**src/rtl/cpu_pkg.sv**
```systemverilog
// Shared CPU definitions: reset PC, NOP encoding and fetch FSM state type.
package cpu_pkg;

    localparam logic [31:0] RESET_PC  = 32'h0000_3000;
    localparam logic [31:0] NOP_INSTR = 32'h0000_0000;

    typedef enum logic [1:0] {
        IDLE = 2'd0,
        REQ  = 2'd1,
        WAIT = 2'd2
    } fetch_state_e;

endpackage

```
**src/rtl/instr_fetch_unit_if.sv**
```systemverilog
// Fetch-stage bus bundle: PC handshake from program_counter, instruction
// memory request/response, and the instruction handshake toward decode.
// The slave modport is the fetch unit's view; master is the environment's.
interface instr_fetch_unit_if #(
    parameter int AW = 32,
    parameter int DW = 32
);
    logic [AW-1:0] pc_in;
    logic          pc_valid;
    logic          pc_ready;
    logic          redirect;
    logic          imem_req;
    logic [AW-1:0] imem_addr;
    logic          imem_gnt;
    logic          imem_rvalid;
    logic [DW-1:0] imem_rdata;
    logic          inst_valid;
    logic          inst_ready;
    logic [DW-1:0] inst_out;
    logic [AW-1:0] inst_pc;

    modport slave (
        input  pc_in, pc_valid, redirect, imem_gnt, imem_rvalid, imem_rdata, inst_ready,
        output pc_ready, imem_req, imem_addr, inst_valid, inst_out, inst_pc
    );

    modport master (
        output pc_in, pc_valid, redirect, imem_gnt, imem_rvalid, imem_rdata, inst_ready,
        input  pc_ready, imem_req, imem_addr, inst_valid, inst_out, inst_pc
    );
endinterface

```
**src/rtl/fetch_fifo.sv**
```systemverilog
// Small synchronous FIFO holding {pc, instruction} pairs. Clear has priority
// over push/pop; pop on empty and push on full are ignored.
module fetch_fifo #(
    parameter int DEPTH = 4,
    parameter int W     = 64
) (
    input  logic                         clk,
    input  logic                         rst,
    input  logic                         push_i,
    input  logic                         pop_i,
    input  logic                         clear_i,
    input  logic [W-1:0]                 data_i,
    output logic [W-1:0]                 data_o,
    output logic [$clog2(DEPTH+1)-1:0]   count_o,
    output logic                         full_o,
    output logic                         empty_o
);
    localparam int PW = $clog2(DEPTH);
    localparam int CW = $clog2(DEPTH + 1);

    logic [W-1:0]  mem_q [DEPTH];
    logic [PW-1:0] rd_ptr_q, wr_ptr_q;
    logic [CW-1:0] count_q;
    logic          do_push, do_pop;

    assign full_o  = (count_q == CW'(DEPTH));
    assign empty_o = (count_q == '0);
    assign do_push = push_i && !full_o;
    assign do_pop  = pop_i && !empty_o;
    assign data_o  = mem_q[rd_ptr_q];
    assign count_o = count_q;

    // Storage, pointers and occupancy; pointers wrap naturally (DEPTH is a power of two).
    always_ff @(posedge clk or posedge rst) begin
        if (rst) begin
            rd_ptr_q <= '0;
            wr_ptr_q <= '0;
            count_q  <= '0;
            for (int i = 0; i < DEPTH; i++) mem_q[i] <= '0;
        end else if (clear_i) begin
            rd_ptr_q <= '0;
            wr_ptr_q <= '0;
            count_q  <= '0;
        end else begin
            if (do_push) begin
                mem_q[wr_ptr_q] <= data_i;
                wr_ptr_q        <= wr_ptr_q + 1'b1;
            end
            if (do_pop) rd_ptr_q <= rd_ptr_q + 1'b1;
            case ({do_push, do_pop})
                2'b10:   count_q <= count_q + 1'b1;
                2'b01:   count_q <= count_q - 1'b1;
                default: count_q <= count_q;
            endcase
        end
    end
endmodule

```
**src/rtl/instr_fetch_unit.sv**
```systemverilog
// Instruction fetch stage: single-outstanding memory request per accepted PC,
// responses buffered in fetch_fifo toward decode, flushed on redirect.
// Optional misaligned-PC detection is enabled by defining FETCH_MISALIGN_CHK_EN.
module instr_fetch_unit
    import cpu_pkg::*;
#(
    parameter int DEPTH = 4,
    parameter int AW    = 32,
    parameter int DW    = 32
) (
    input  logic                clk,
    input  logic                rst,
    instr_fetch_unit_if.slave   bus
`ifdef FETCH_MISALIGN_CHK_EN
    ,
    output logic                misalign_err
`endif
);
    localparam int CW = $clog2(DEPTH + 1);

    fetch_state_e  state_q, state_d;
    logic [AW-1:0] addr_q, addr_d;
    logic [AW-1:0] pend_q, pend_d;
    logic          drop_q, drop_d;
    logic          accept, push;
    logic [DW-1:0] push_instr;
    logic [AW+DW-1:0] fifo_rdata;
    logic [CW-1:0] fifo_count;
    logic          fifo_full, fifo_empty;
`ifdef FETCH_MISALIGN_CHK_EN
    logic          mis_q, mis_d;
    logic          err_q, err_d;
    logic          misaligned;

    assign misaligned   = (bus.pc_in[1:0] != 2'b00);
    assign misalign_err = err_q;
`endif

    // A new PC is only taken in IDLE with a free slot, so every response has room.
    assign bus.pc_ready   = (state_q == IDLE) && (fifo_count < CW'(DEPTH)) && !bus.redirect && !rst;
    assign accept         = bus.pc_valid && bus.pc_ready;
    assign bus.imem_req   = (state_q == REQ);
    assign bus.imem_addr  = addr_q;
    assign bus.inst_valid = !fifo_empty;
    assign {bus.inst_pc, bus.inst_out} = fifo_rdata;

    // Next-state logic: request hand-off, response capture and redirect squashing.
    always_comb begin
        state_d    = state_q;
        addr_d     = addr_q;
        pend_d     = pend_q;
        drop_d     = drop_q;
        push       = 1'b0;
        push_instr = bus.imem_rdata;
`ifdef FETCH_MISALIGN_CHK_EN
        mis_d      = mis_q;
        err_d      = err_q;
`endif
        case (state_q)
            IDLE: begin
                if (accept) begin
                    pend_d = bus.pc_in;
`ifdef FETCH_MISALIGN_CHK_EN
                    if (misaligned) begin
                        mis_d   = 1'b1;
                        err_d   = 1'b1;
                        state_d = WAIT;
                    end else begin
                        addr_d  = bus.pc_in;
                        state_d = REQ;
                    end
`else
                    addr_d  = bus.pc_in;
                    state_d = REQ;
`endif
                end
            end
            REQ: begin
                if (bus.redirect) begin
                    // A grant in the redirect cycle still yields a response that must be eaten.
                    state_d = bus.imem_gnt ? WAIT : IDLE;
                    drop_d  = bus.imem_gnt;
                end else if (bus.imem_gnt) begin
                    state_d = WAIT;
                end
            end
            WAIT: begin
`ifdef FETCH_MISALIGN_CHK_EN
                if (mis_q) begin
                    push       = !bus.redirect;
                    push_instr = NOP_INSTR;
                    mis_d      = 1'b0;
                    state_d    = IDLE;
                end else
`endif
                if (bus.imem_rvalid) begin
                    push    = !drop_q && !bus.redirect;
                    drop_d  = 1'b0;
                    state_d = IDLE;
                end else if (bus.redirect) begin
                    drop_d  = 1'b1;
                end
            end
            default: state_d = IDLE;
        endcase
    end

    // Control and address registers.
    always_ff @(posedge clk or posedge rst) begin
        if (rst) begin
            state_q <= IDLE;
            addr_q  <= '0;
            pend_q  <= '0;
            drop_q  <= 1'b0;
`ifdef FETCH_MISALIGN_CHK_EN
            mis_q   <= 1'b0;
            err_q   <= 1'b0;
`endif
        end else begin
            state_q <= state_d;
            addr_q  <= addr_d;
            pend_q  <= pend_d;
            drop_q  <= drop_d;
`ifdef FETCH_MISALIGN_CHK_EN
            mis_q   <= mis_d;
            err_q   <= err_d;
`endif
        end
    end

    fetch_fifo #(
        .DEPTH (DEPTH),
        .W     (AW + DW)
    ) u_fifo (
        .clk     (clk),
        .rst     (rst),
        .push_i  (push),
        .pop_i   (bus.inst_valid && bus.inst_ready),
        .clear_i (bus.redirect),
        .data_i  ({pend_q, push_instr}),
        .data_o  (fifo_rdata),
        .count_o (fifo_count),
        .full_o  (fifo_full),
        .empty_o (fifo_empty)
    );

    // A full FIFO must never coincide with an open PC port.
    a_no_overflow: assert property (@(posedge clk) disable iff (rst) fifo_full |-> !bus.pc_ready);
endmodule

```
**src/flat_wrapper.sv**
```systemverilog
// flat-port wrapper written by rule: the top's interface ports become plain ports
module instr_fetch_unit_flat import cpu_pkg::*;
#(
    parameter int DEPTH = 4,
    parameter int AW    = 32,
    parameter int DW    = 32
)
  (clk, rst, bus_pc_in, bus_pc_valid, bus_redirect, bus_imem_gnt, bus_imem_rvalid, bus_imem_rdata, bus_inst_ready, bus_pc_ready, bus_imem_req, bus_imem_addr, bus_inst_valid, bus_inst_out, bus_inst_pc);
  instr_fetch_unit_if #(.AW(AW), .DW(DW)) bus_i ();
  input  logic clk;
  input  logic rst;
  input wire logic [$bits(bus_i.pc_in)-1:0] bus_pc_in;
  input wire logic [$bits(bus_i.pc_valid)-1:0] bus_pc_valid;
  input wire logic [$bits(bus_i.redirect)-1:0] bus_redirect;
  input wire logic [$bits(bus_i.imem_gnt)-1:0] bus_imem_gnt;
  input wire logic [$bits(bus_i.imem_rvalid)-1:0] bus_imem_rvalid;
  input wire logic [$bits(bus_i.imem_rdata)-1:0] bus_imem_rdata;
  input wire logic [$bits(bus_i.inst_ready)-1:0] bus_inst_ready;
  output wire logic [$bits(bus_i.pc_ready)-1:0] bus_pc_ready;
  output wire logic [$bits(bus_i.imem_req)-1:0] bus_imem_req;
  output wire logic [$bits(bus_i.imem_addr)-1:0] bus_imem_addr;
  output wire logic [$bits(bus_i.inst_valid)-1:0] bus_inst_valid;
  output wire logic [$bits(bus_i.inst_out)-1:0] bus_inst_out;
  output wire logic [$bits(bus_i.inst_pc)-1:0] bus_inst_pc;
  assign bus_i.pc_in = bus_pc_in;
  assign bus_i.pc_valid = bus_pc_valid;
  assign bus_i.redirect = bus_redirect;
  assign bus_i.imem_gnt = bus_imem_gnt;
  assign bus_i.imem_rvalid = bus_imem_rvalid;
  assign bus_i.imem_rdata = bus_imem_rdata;
  assign bus_i.inst_ready = bus_inst_ready;
  assign bus_pc_ready = bus_i.pc_ready;
  assign bus_imem_req = bus_i.imem_req;
  assign bus_imem_addr = bus_i.imem_addr;
  assign bus_inst_valid = bus_i.inst_valid;
  assign bus_inst_out = bus_i.inst_out;
  assign bus_inst_pc = bus_i.inst_pc;
  instr_fetch_unit #(.DEPTH(DEPTH), .AW(AW), .DW(DW)) u_core (.clk(clk), .rst(rst), .bus(bus_i));
endmodule
```
**config.mk**
```make
export PLATFORM = sky130hd
export DESIGN_NAME = instr_fetch_unit_flat
export DESIGN_NICKNAME = d
export VERILOG_FILES = /design/src/rtl/cpu_pkg.sv /design/src/rtl/instr_fetch_unit_if.sv /design/src/rtl/fetch_fifo.sv /design/src/rtl/instr_fetch_unit.sv /design/src/flat_wrapper.sv
export SDC_FILE = /design/constraint.sdc
export NUM_CORES = 1
export LEC_CHECK = 0
export ABC_AREA = 0
export BUFFER_PORTS_ARGS = -buffer_cell sky130_fd_sc_hd__buf_4
export CORE_ASPECT_RATIO = 1.2
export CORE_MARGIN = 2
export CORE_UTILIZATION = 35
export DETAILED_ROUTE_END_ITERATION = 7
export SLEW_MARGIN = 30
export SYNTH_ARGS = -nofsm -noshare
export SYNTH_HDL_FRONTEND = slang
export SYNTH_SLANG_ARGS = --single-unit
```
**constraint.sdc**
```tcl
create_clock -name clk -period 10.1 [get_ports clk]
set_clock_uncertainty 0.1 [all_clocks]
set_input_delay 0 -clock clk [delete_from_list [all_inputs] [get_ports clk]]
set_output_delay 0 -clock clk [all_outputs]
set_load 0.02 [all_outputs]
```
Yosys cells after proc, flatten, opt, wreduce, memory -nomap -nowiden
Cells that the tools add are included.
{"block": "totals", "out_inout_bits": 99, "register_bits": 298, "wordCells": 79}
{"block": "op_classes", "n_reduce_logical": 24, "n_eq_ne": 10, "add_sub_neg": 4, "bitwise": 3, "muxes": 24, "order_cmp": 4}
{"op": "$bwmux 256", "n": 1}
{"op": "$mux 64", "n": 3}
{"op": "$bmux 64 s2", "n": 1}
{"op": "$demux 64 s2", "n": 1}
{"op": "$mux 2", "n": 9}
{"op": "$logic_and 1x1->1", "n": 9}
{"op": "$ge 3x3->1 const B", "n": 2}
{"op": "$ne 3x3->1 const B", "n": 2}
{"op": "$not 2->3", "n": 2}
{"op": "$pmux 2 s3", "n": 1}
{"op": "$pmux 3 s2", "n": 1}
{"op": "$reduce_and 3->1", "n": 2}
{"op": "$reduce_bool 2->1", "n": 3}
{"op": "$logic_not 1->1", "n": 5}
{"op": "$mux 1", "n": 5}
{"op": "$add 2x1->2 const B", "n": 2}
{"op": "$eq 2x1->1 const B", "n": 2}
{"op": "$eq 2x2->1 const B", "n": 2}
{"op": "$ne 2x2->1 const B", "n": 2}
{"op": "$reduce_and 2->1", "n": 2}
{"op": "$add 3x1->3 const B", "n": 1}
{"op": "$eq 3x3->1 const B", "n": 1}
{"op": "$logic_not 3->1", "n": 1}
{"op": "$lt 3x1->1 const B", "n": 1}
{"op": "8 further kinds", "n": 8}

Longest topological paths before layout
Gate-level depths: netlist of the first run.
{"block": "depth", "depth_word": 8, "mapped_depth": 8}

By module
Synthesis of the first run repeated with hierarchy kept, for this count alone.
{"block": "unflattened", "cells_unflattened": 767, "area_unflattened_um2": 12956.2}
{"mod": "fetch_fifo", "instances": 1, "cells_each": 679, "area_per_inst_um2": 11458.5}
{"mod": "instr_fetch_unit", "instances": 1, "cells_each": 88, "area_per_inst_um2": 1497.7}

Worst setup path before layout of the first run
Ideal clock, no wire load.
{"block": "synth_path", "kind": "register to register", "start": "register u_core.state_q[0]", "end": "register u_core.u_fifo.count_q[2] (netlist: u_core.u_fifo.count_o[2])", "arrival_time_ns": 1.910, "required_ns": 9.864, "stages_incl_launch_ff": 9, "path_buffers": 1, "slack_ns": 7.955, "synth_period_minus_slack_ns": 2.145, "cell_sequence": "dfrtp_1 -> buf_6 -> nand4bb_4 -> o31a_1 -> fa_1 -> inv_1 -> o311ai_0 -> o311ai_0 -> a21oi_1"}
{"block": "synth_via", "elab_chain_cells": 6}
{"element": "start, declared", "line_no": "instr_fetch_unit.sv:21", "text": "fetch_state_e state_q, state_d;"}
{"element": "start signal, assigned", "line_no": "instr_fetch_unit.sv:120", "text": "state_q <= state_d;"}
{"element": "$eq 2x2->1 *", "line_no": "instr_fetch_unit.sv:59", "text": "case (state_q)"}
{"element": "$mux 1 *", "line_no": "instr_fetch_unit.sv:59"}
{"element": "$logic_and 1x1->1 *", "line_no": "fetch_fifo.sv:28", "text": "assign do_push = push_i && !full_o;"}
{"element": "$eq 2x1->1 or $eq 2x2->1 (tied branches)", "line_no": "fetch_fifo.sv:50", "text": "case ({do_push, do_pop})"}
{"element": "$pmux 3 s2", "line_no": "fetch_fifo.sv:50"}
{"element": "$mux 3", "line_no": "fetch_fifo.sv:40", "text": "end else if (clear_i) begin"}
{"element": "end signal, assigned", "line_no": "fetch_fifo.sv:51", "text": "2'b10: count_q <= count_q + 1'b1;"}
{"element": "end signal, assigned", "line_no": "fetch_fifo.sv:52", "text": "2'b01: count_q <= count_q - 1'b1;"}
{"element": "end signal, assigned", "line_no": "fetch_fifo.sv:53", "text": "default: count_q <= count_q;"}
{"element": "end, declared", "line_no": "fetch_fifo.sv:23", "text": "logic [CW-1:0] count_q;"}
Every way passes the cells marked *; elsewhere a longest branch is shown, timed or not.
A chain may end at the register's enable or synchronous reset.

Worst setup path after layout of the first run
Same ends and word-level chain as after synthesis.

==> out/results.txt, run 1 <==
status: completed
endpoints failing setup: 0
Longest Clk Path Bufs: 3
Top FF cell, synth: dfrtp_1
met2 WL: 14500 microns
Routability Congestion: 0.689
post-route setup TNS: 0 ns
worst path bufs/invs: 2
Yosys top cell area share: 52.2%
Mapped Area: 0.0143 sq mm
area grow syn2layout: 22.6%
Synth cell types: 42
First DRT Iteration DRCs: 326
H-tree depth: 2
CP Data Arrival Time: 3.68 ns
Slew @ Worst Pin: 0.897 ns
met3 WL post-DR: 1320 microns
core area: 0.0405 sq mm
type of the worst min-delay path: in2async
path depth of the worst reg2reg path: 8
Critical Path Start Type: register
synth top area cells: dfrtp_1, mux2_4, mux4_2
vias in the first global route: 8245
crit-path max FO: 9
post-DR vias/cell: 4.74
Die Y: 225 microns
Overflow after GRT: 0
P_leak: 8.16 nW
layout cell share with drive strength beyond 1: 58.3%
Synth top cells by count: dfrtp_1, mux2_4, mux4_2, buf_12, mux2_2
FFs w/ async S/R, synth: 100%
die area: 0.0424 sq mm
post-CTS setup buffers: 0
largest net degree at the start of global routing: 136
CP endpoint kind: register
headroom to the max-slew limit: 40.2%
Syn Area/Cell: 18.8 sq um
Slew Limit Fails: 0
Wirelength per Cell: 19.6 microns
Final Cycle Share: 33.6%
cells along the critical path: nand4bb_4, o31a_1, fa_1, o2111a_1, a31oi_1, dlygate4sd3_1, a21oi_1, dlygate4sd3_1
Ports: 170
worst skew pair latency: 0.51 ns
antenna violations before repair: 1
first-pass GRT wire length: 49600 microns
DIE WIDTH: 188 microns
initial core utilization: 35.2%
Seq/Total Area, Yosys: 52.2%
WL final: 30600 microns
syn nets: 834
FF+latch count, synth: 298
clock root buffer: clkbuf_16
DP Worst Slack: 6.93 ns
DRT met1 WL: 14200 microns
Mapped Cells: 758
Total GRT Usage: 15.0%
CTS clk-pin slew, worst paths: 0.06 ns
post-cts resize count: 0
Critical Path Max Stage Delay: 0.57 ns
Slowest cell on crit path: dlygate4sd3_1
CP Class: reg2reg
Worst IR Drop VDD: 117 uV
detailed-route via count: 7410
Crit path max-delay family: buffers and inverters
Final Hold Violating Endpoints: 0
clk sinks: 298
post-DP HPWL: 18100 microns
nets: 1075
Max-cap violations: 0
Final WS setup: 6.71 ns
DRT antenna net count: 0
number of hold buffers added after CTS: 73
min Tclk post-route: 3.39 ns
Req. time, crit path: 10.39 ns
Max Freq: 295 MHz
CTS tree: built
Top Layer Used: met4
Post-route DRC: 0
CTS Buf Count: 35
Yosys top cell by area: dfrtp_1
row count: 81
most used cell along the critical path: dlygate4sd3_1
number of synthesized flops with an enable pin: 0
Pwr per Cell Area: 213 mW/mm^2
setup repair after global routing missed its margin: no
1st-pass router iterations: 4
instance count on the critical path: 8
most frequent cell after synthesis: dfrtp_1
port bufs: 169
Syn. warnings: 0
==> cell families (layout without fill, tap and decap cells) <==
kind of cell | Yosys count | after routing | synth area share (%)
AOI/OAI and AO/OA | 16 | 16 | 0.815
DFF | 298 | 298 | 52.2
xor gates and xnor gates | 2 | 2 | 0.123
and+or+nand+nor | 31 | 31 | 1.54
muxes | 353 | 353 | 40.0
adders and majority gates | 5 | 5 | 0.491
buffers and inverters | 53 | 317 | 4.84
other | 0 | 1 | 0
==> flip-flops by register name, indices dropped and copies added, names as in the netlist <==
register	cells
u_core.u_fifo.rd_ptr_q	2
u_core.bus.imem_addr	32
u_core.u_fifo.count_o	3
u_core.u_fifo.wr_ptr_q	2
u_core.u_fifo.mem_q	256
u_core.state_q	2
u_core.drop_q	1
==> power by group <==
group,total (W),switching [W],leakage (nW),internal (W)
combinational,0.00100,0.000431,3.59,0.000570
sequential,0.00152,0.000156,4.02,0.00136
clock,0.00122,0.000488,0.553,0.000727
total,0.00373,0.00108,8.16,0.00266
==> final cells by class <==
| type | instances | area [sq um] |
|---|---|---|
| clock inverter | 10 | 78.8 |
| timing repair buffer | 251 | 2100 |
| antenna | 1 | 2.50 |
| sequential | 298 | 7460 |
| tap | 539 | 674 |
| inverter | 6 | 35.0 |
| multi-input combinational | 407 | 6130 |
| clock buffer | 50 | 1020 |
| fill | 3650 | 23000 |
==> final timing paths <==
check,from,endpoint,slack [ns]
max in group asynchronous,rst,u_core.u_fifo.mem_q[140]$_DFFE_PP0P_,8.61
setup reg to reg,u_core.state_q[0]$_DFFE_PP0P_,u_core.u_fifo.count_o[2]$_DFFE_PP0P_,6.71
hold reg to reg,u_core.u_fifo.mem_q[8]$_DFFE_PP0P_,u_core.u_fifo.mem_q[8]$_DFFE_PP0P_,0.40
min in group clk,bus_pc_valid,u_core.state_q[0]$_DFFE_PP0P_,0.11
setup / recovery,u_core.state_q[0]$_DFFE_PP0P_,u_core.u_fifo.count_o[2]$_DFFE_PP0P_,6.71
hold / removal,rst,u_core.bus.imem_addr[30]$_DFFE_PP0P_,0.02
==> per-stage QoR <==
step / area, sq um / total power (W) / hold WS [ns] / cells / util, %
finish: 17500 / 0.00373 / 0.0211 / 1562 / 43.2
global placement: 15600 / 0.00252 / 0.132 / 1427 / 38.5
floorplan: 14300 / 0.00212 / 0.0399 / 758 / -
CTS: 17500 / 0.00380 / 0.0999 / 1561 / 43.2
global route: 17500 / 0.00392 / 0.0894 / 1562 / 43.2
detailed placement: 15700 / 0.00253 / 0.134 / 1428 / 38.6
==> cells in the final DEF, fill, tap and decap left out, types with 2 or more instances in the layout <==
master           n
buf_4          173
o21ai_0          2
mux2_2          19
mux2_4         269
dlygate4sd3_1   73
mux4_2          64
nor2_1           7
dfrtp_1        296
o31a_1           2
buf_6            4
clkbuf_8         9
nor3_1           3
and2_4           4
a21oi_1          4
clkinv_2         8
nand2_1          4
clkbuf_1         6
dfrtp_4          2
ha_1             4
inv_1            5
o311ai_0         2
clkbuf_16       35
==> layer usage <==
| layer | GRT usage (%) | vias to the layer above |
|---|---|---|
| li1 | - | 3289 |
| met1 | 21.1 | 3931 |
| met2 | 23.6 | 148 |
| met3 | 2.97 | 42 |
| met4 | 4.11 | 0 |
| met5 | 0 | - |
==> worst reg2reg max path, cell delays in order (launching register included) <==
cell and delay, ns:
dfrtp_1 0.48, nand4bb_4 0.31, o31a_1 0.38, fa_1 0.50, o2111a_1 0.17, a31oi_1 0.15, dlygate4sd3_1 0.57, a21oi_1 0.06
dlygate4sd3_1 0.56
No activity file was read; power rests on OpenSTA's default activity.
==> run 2, diff against run 1 <==
- clock period: 10.1 -> 2.8 ns (I/O delays scaled with it)
==> out/results.txt, run 2 (synthesis gave the netlist of run 1 again) <==
Post-route DRC: 0
status: completed
Psw: 0.00397 W
CTS clk-pin slew, worst paths: 0.06 ns
Overall Power: 0.0140 W
Critical Path Max Stage Delay: 0.72 ns
Max-cap violations: 0
CTS tree: built
antenna violations before repair: 0
M3 GR Usage: 2.82%
endpoints failing setup: 0
clk sinks: 298
R2R setup slack: 0.41 ns
die area: 0.0424 sq mm
Final WS setup: 0.389 ns
M2 GR Usage: 23.6%
Longest Clk Path Bufs: 3
post-route setup TNS: 0 ns
type of the worst min-delay path: in2reg
max reg flops: 256
nets: 1092
initial core utilization: 35.2%
GRT Max-Usage Layer: met2
Die Y: 225 microns
post-CTS setup buffers: 0
commonest non-fill, non-tap cell in the layout: dfrtp_1
1st-pass router iterations: 4
port bufs: 169
Routability Congestion: 0.698
setup repair after global routing missed its margin: no
power share of the clock group: 34.9%
clock root buffer: clkbuf_16
worst skew pair latency: 0.52 ns
most used cell along the critical path: buf_4
most frequent cells in the layout: dfrtp_1, mux2_4, buf_4
DIE WIDTH: 188 microns
headroom to the max-slew limit: 44.4%
Crit path max-delay family: flip-flops
post-DR vias/cell: 4.75
crit-path max FO: 19
CTS Buf Count: 35
sequential share of power: 38.9%
detailed-route via count: 7510
cells along the critical path: buf_4, mux4_2, buf_4
post-DP HPWL: 19000 microns
area grow syn2layout: 25.9%
Total GRT Usage: 15.0%
WL final: 31200 microns
min Tclk post-route: 2.41 ns
Pwr per Cell Area: 780 mW/mm^2
Slowest cell on crit path: dfrtp_4
Wirelength per Cell: 19.8 microns
vias in the first global route: 8350
Biggest register: u_core.u_fifo.mem_q
Placed Instance Area: 0.0160 sq mm
H-tree depth: 2
# diodes: 0
Overflow after GRT: 0
first-pass GRT wire length: 49800 microns
GR met1 Demand/Resource: 21.4%
Layout Utilization: 44.3%
Max Freq: 415 MHz
CP Class: reg2out
CP endpoint kind: primary output
Final Cycle Share: 86.1%
Critical Path Start Type: register
largest net degree at the start of global routing: 66
Sw Share: 28.3%
Ports: 170
DP Worst Slack: 0.371 ns
Worst IR Drop VDD: 420 uV
DRT antenna net count: 0
core area: 0.0405 sq mm
First DRT Iteration DRCs: 350
layout cell share with drive strength beyond 1: 59.4%
CP Data Arrival Time: 2.31 ns
worst path bufs/invs: 2
P_leak: 8.35 nW
row count: 81
Slew @ Worst Pin: 0.833 ns
Internal: 0.0100 W
Slew Limit Fails: 0
Final Hold Violating Endpoints: 0
Logic pwr share: 26.2%
final instance area: 0.0180 sq mm
Req. time, crit path: 2.70 ns
==> run 2: cell type report <==
type	instances	area, sq um
sequential	298	7460
clock buffer	49	1040
tap	539	674
timing repair buffer	268	2440
inverter	6	26.3
fill	3620	22600
clock inverter	13	198
multi-input combinational	407	6130
==> run 2: what timing repair did <==
item                                   in CTS  in global routing
gates resized for setup                     0                  0
endpoints found under the hold margin     192                  0
hold buffers                               71                  0
==> run 2: final timing paths <==
kind	from	endpoint	depth (start not counted)
setup reg to reg	u_core.state_q[0]$_DFFE_PP0P_	u_core.u_fifo.mem_q[167]$_DFFE_PP0P_	5
max in group asynchronous	rst	u_core.u_fifo.mem_q[17]$_DFFE_PP0P_	4
hold / removal	bus_pc_valid	u_core.state_q[0]$_DFFE_PP0P_	4
hold reg to reg	u_core.u_fifo.mem_q[127]$_DFFE_PP0P_	u_core.u_fifo.mem_q[127]$_DFFE_PP0P_	1
setup / recovery	u_core.u_fifo.rd_ptr_q[0]$_DFFE_PP0P_	bus_inst_pc[22]	3
min in group asynchronous	rst	u_core.u_fifo.count_o[0]$_DFFE_PP0P_	3
==> run 2: power groups by stage <==
stage	Sequential (W)	Combinational (W)	Clock [W]
detailed placement	0.00551	0.00364	0
global placement	0.00551	0.00360	0
floorplan	0.00547	0.00219	0
finish	0.00546	0.00367	0.00489
global route	0.00555	0.00388	0.00522
CTS	0.00546	0.00373	0.00504
==> run 2: tightest hold or removal path, stage by stage <==
cell     delay (ns)
buf_4          0.08
nand2_2        0.03
buf_4          0.33
a21oi_1        0.21
==> run 2: stage by stage <==
step           hold WS [ns]  std cells
2_1_floorplan        0.0399        758
3_3_place_gp          0.115       1447
3_5_place_dp          0.118       1447
4_1_cts              0.0876       1580
5_1_grt               0.122       1580
6_report             0.0950       1580
==> run 2: routing by layer <==
layer | up-vias | part of all wire (%)
met5 | - | 0
met2 | 150 | 47
li1 | 3329 | -
met4 | 0 | 1.6
met1 | 3993 | 47
met3 | 38 | 4.1
==> run 3, diff against run 2 <==
- SKIP_CTS_REPAIR_TIMING: not set -> 1
- clock period: 2.8 -> 3.02 ns (I/O delays scaled with it)
==> out/results.txt, run 3 (synthesis gave the netlist of run 1 again) <==
Total GRT Usage: 14.6%
post-DR vias/cell: 4.73
status: completed
Longest Clk Path Bufs: 3
CP Class: reg2reg
Slew Limit Fails: 0
# diodes: 0
Slew @ Worst Pin: 0.841 ns
area grow syn2layout: 24.9%
post-DP HPWL: 18500 microns
Post-route DRC: 0
Max-cap violations: 0
DRT antenna net count: 0
Req. time, crit path: 3.31 ns
FF+latch area: 0.00746 sq mm
headroom to the max-slew limit: 43.8%
Wirelength per Cell: 19.3 microns
WL final: 30400 microns
endpoints failing setup: 0
largest net degree at the start of global routing: 68
crit-path max FO: 18
layout cell share with drive strength beyond 1: 59.0%
min Tclk post-route: 2.44 ns
CTS tree: built
setup repair after global routing missed its margin: no
row count: 81
P_leak: 8.30 nW
nets: 1088
post-route setup TNS: 0 ns
port bufs: 169
Final Cycle Share: 80.7%
Pwr per Cell Area: 713 mW/mm^2
area of the multi-input gates: 0.00613 sq mm
Max Freq: 411 MHz
clock root buffer: clkbuf_16
Biggest register: u_core.u_fifo.mem_q
Layout Utilization: 44.0%
max reg flops: 256
Overflow after GRT: 0
CTS clk-pin slew, worst paths: 0.06 ns
DIE WIDTH: 188 microns
detailed-route via count: 7454
Final Hold Violating Endpoints: 0
first-pass GRT wire length: 48300 microns
Die Y: 225 microns
worst skew pair latency: 0.51 ns
1st-pass router iterations: 4
First DRT Iteration DRCs: 291
CP endpoint kind: register
CTS Buf Count: 35
vias in the first global route: 7821
Critical Path Start Type: register
Overall Power: 0.0127 W
filler instances: 3626
die area: 0.0424 sq mm
Routability Congestion: 0.711
core area: 0.0405 sq mm
Ports: 170
commonest non-fill, non-tap cell in the layout: dfrtp_1
CP Data Arrival Time: 2.72 ns
Worst IR Drop VDD: 441 uV
antenna violations before repair: 0
type of the worst min-delay path: in2reg
most frequent cells in the layout: dfrtp_1, mux2_4, buf_4
H-tree depth: 2
initial core utilization: 35.2%
clk sinks: 298
-- run 3: changes by cell type in the layout (fill, tap and decap cells not counted), sizes merged --
cell	previous run	this run
buf	197	193
bufinv	5	4
clkbuf	49	48
clkinv	5	9
clkinvlp	4	1
-- run 3: final cells by class --
cell class | instances | share of cell area [%]
clock buffers | 48 | 5.65
clock inverters | 13 | 0.947
inverters | 6 | 0.147
multi-input cells | 407 | 34.4
flip-flops and latches | 298 | 41.9
well taps | 539 | 3.78
repair buffers | 264 | 13.2
-- run 3: stage by stage --
| step | cells | cell area [sq um] | setup WS [ns] | hold WS (ns) |
|---|---|---|---|---|
| 2_1_floorplan | 758 | 14300 | -1.04 | 0.0399 |
| 6_report | 1575 | 17800 | 0.584 | 0.108 |
| 4_1_cts | 1504 | 17100 | 0.555 | -0.434 |
| 3_3_place_gp | 1443 | 15900 | 0.619 | 0.131 |
| 3_5_place_dp | 1443 | 15900 | 0.579 | 0.127 |
| 5_1_grt | 1575 | 17800 | 0.439 | 0.136 |
-- run 3: worst paths after layout --
| check | from | end | slack [ns] | depth (start not counted) |
|---|---|---|---|---|
| max in group asynchronous | rst | u_core.u_fifo.mem_q[77]$_DFFE_PP0P_ | 1.76 | 4 |
| max reg2reg | u_core.state_q[0]$_DFFE_PP0P_ | u_core.u_fifo.mem_q[160]$_DFFE_PP0P_ | 0.58 | 5 |
| min reg2reg | u_core.u_fifo.mem_q[125]$_DFFE_PP0P_ | u_core.u_fifo.mem_q[125]$_DFFE_PP0P_ | 0.40 | 1 |
| min | bus_pc_valid | u_core.state_q[0]$_DFFE_PP0P_ | 0.11 | 4 |
| min in group asynchronous | rst | u_core.u_fifo.mem_q[188]$_DFFE_PP0P_ | 0.12 | 3 |
| max | u_core.state_q[0]$_DFFE_PP0P_ | u_core.u_fifo.mem_q[160]$_DFFE_PP0P_ | 0.58 | 5 |
-- run 3: power breakdown --
part	switching, W	internal (W)	leakage, nW
Combinational	0.00143	0.00192	3.70
Sequential	0.000494	0.00455	4.02
Clock	0.00164	0.00267	0.585
-- run 3: per-layer routing --
layer | vias to the layer above | GRT usage [%] | routed length (microns)
li1 | 3311 | - | -
met4 | 0 | 4.13 | 535
met2 | 143 | 22.2 | 14000
met1 | 3965 | 21.4 | 14800
met5 | - | 0 | 0
met3 | 35 | 2.60 | 1050
-- run 3: critical path: stages, from the launching register on --
cell	delay, ns
dfrtp_1	0.46
nand4bb_4	0.30
nor3_4	0.33
and2_4	0.47
buf_4	0.31
mux2_4	0.32
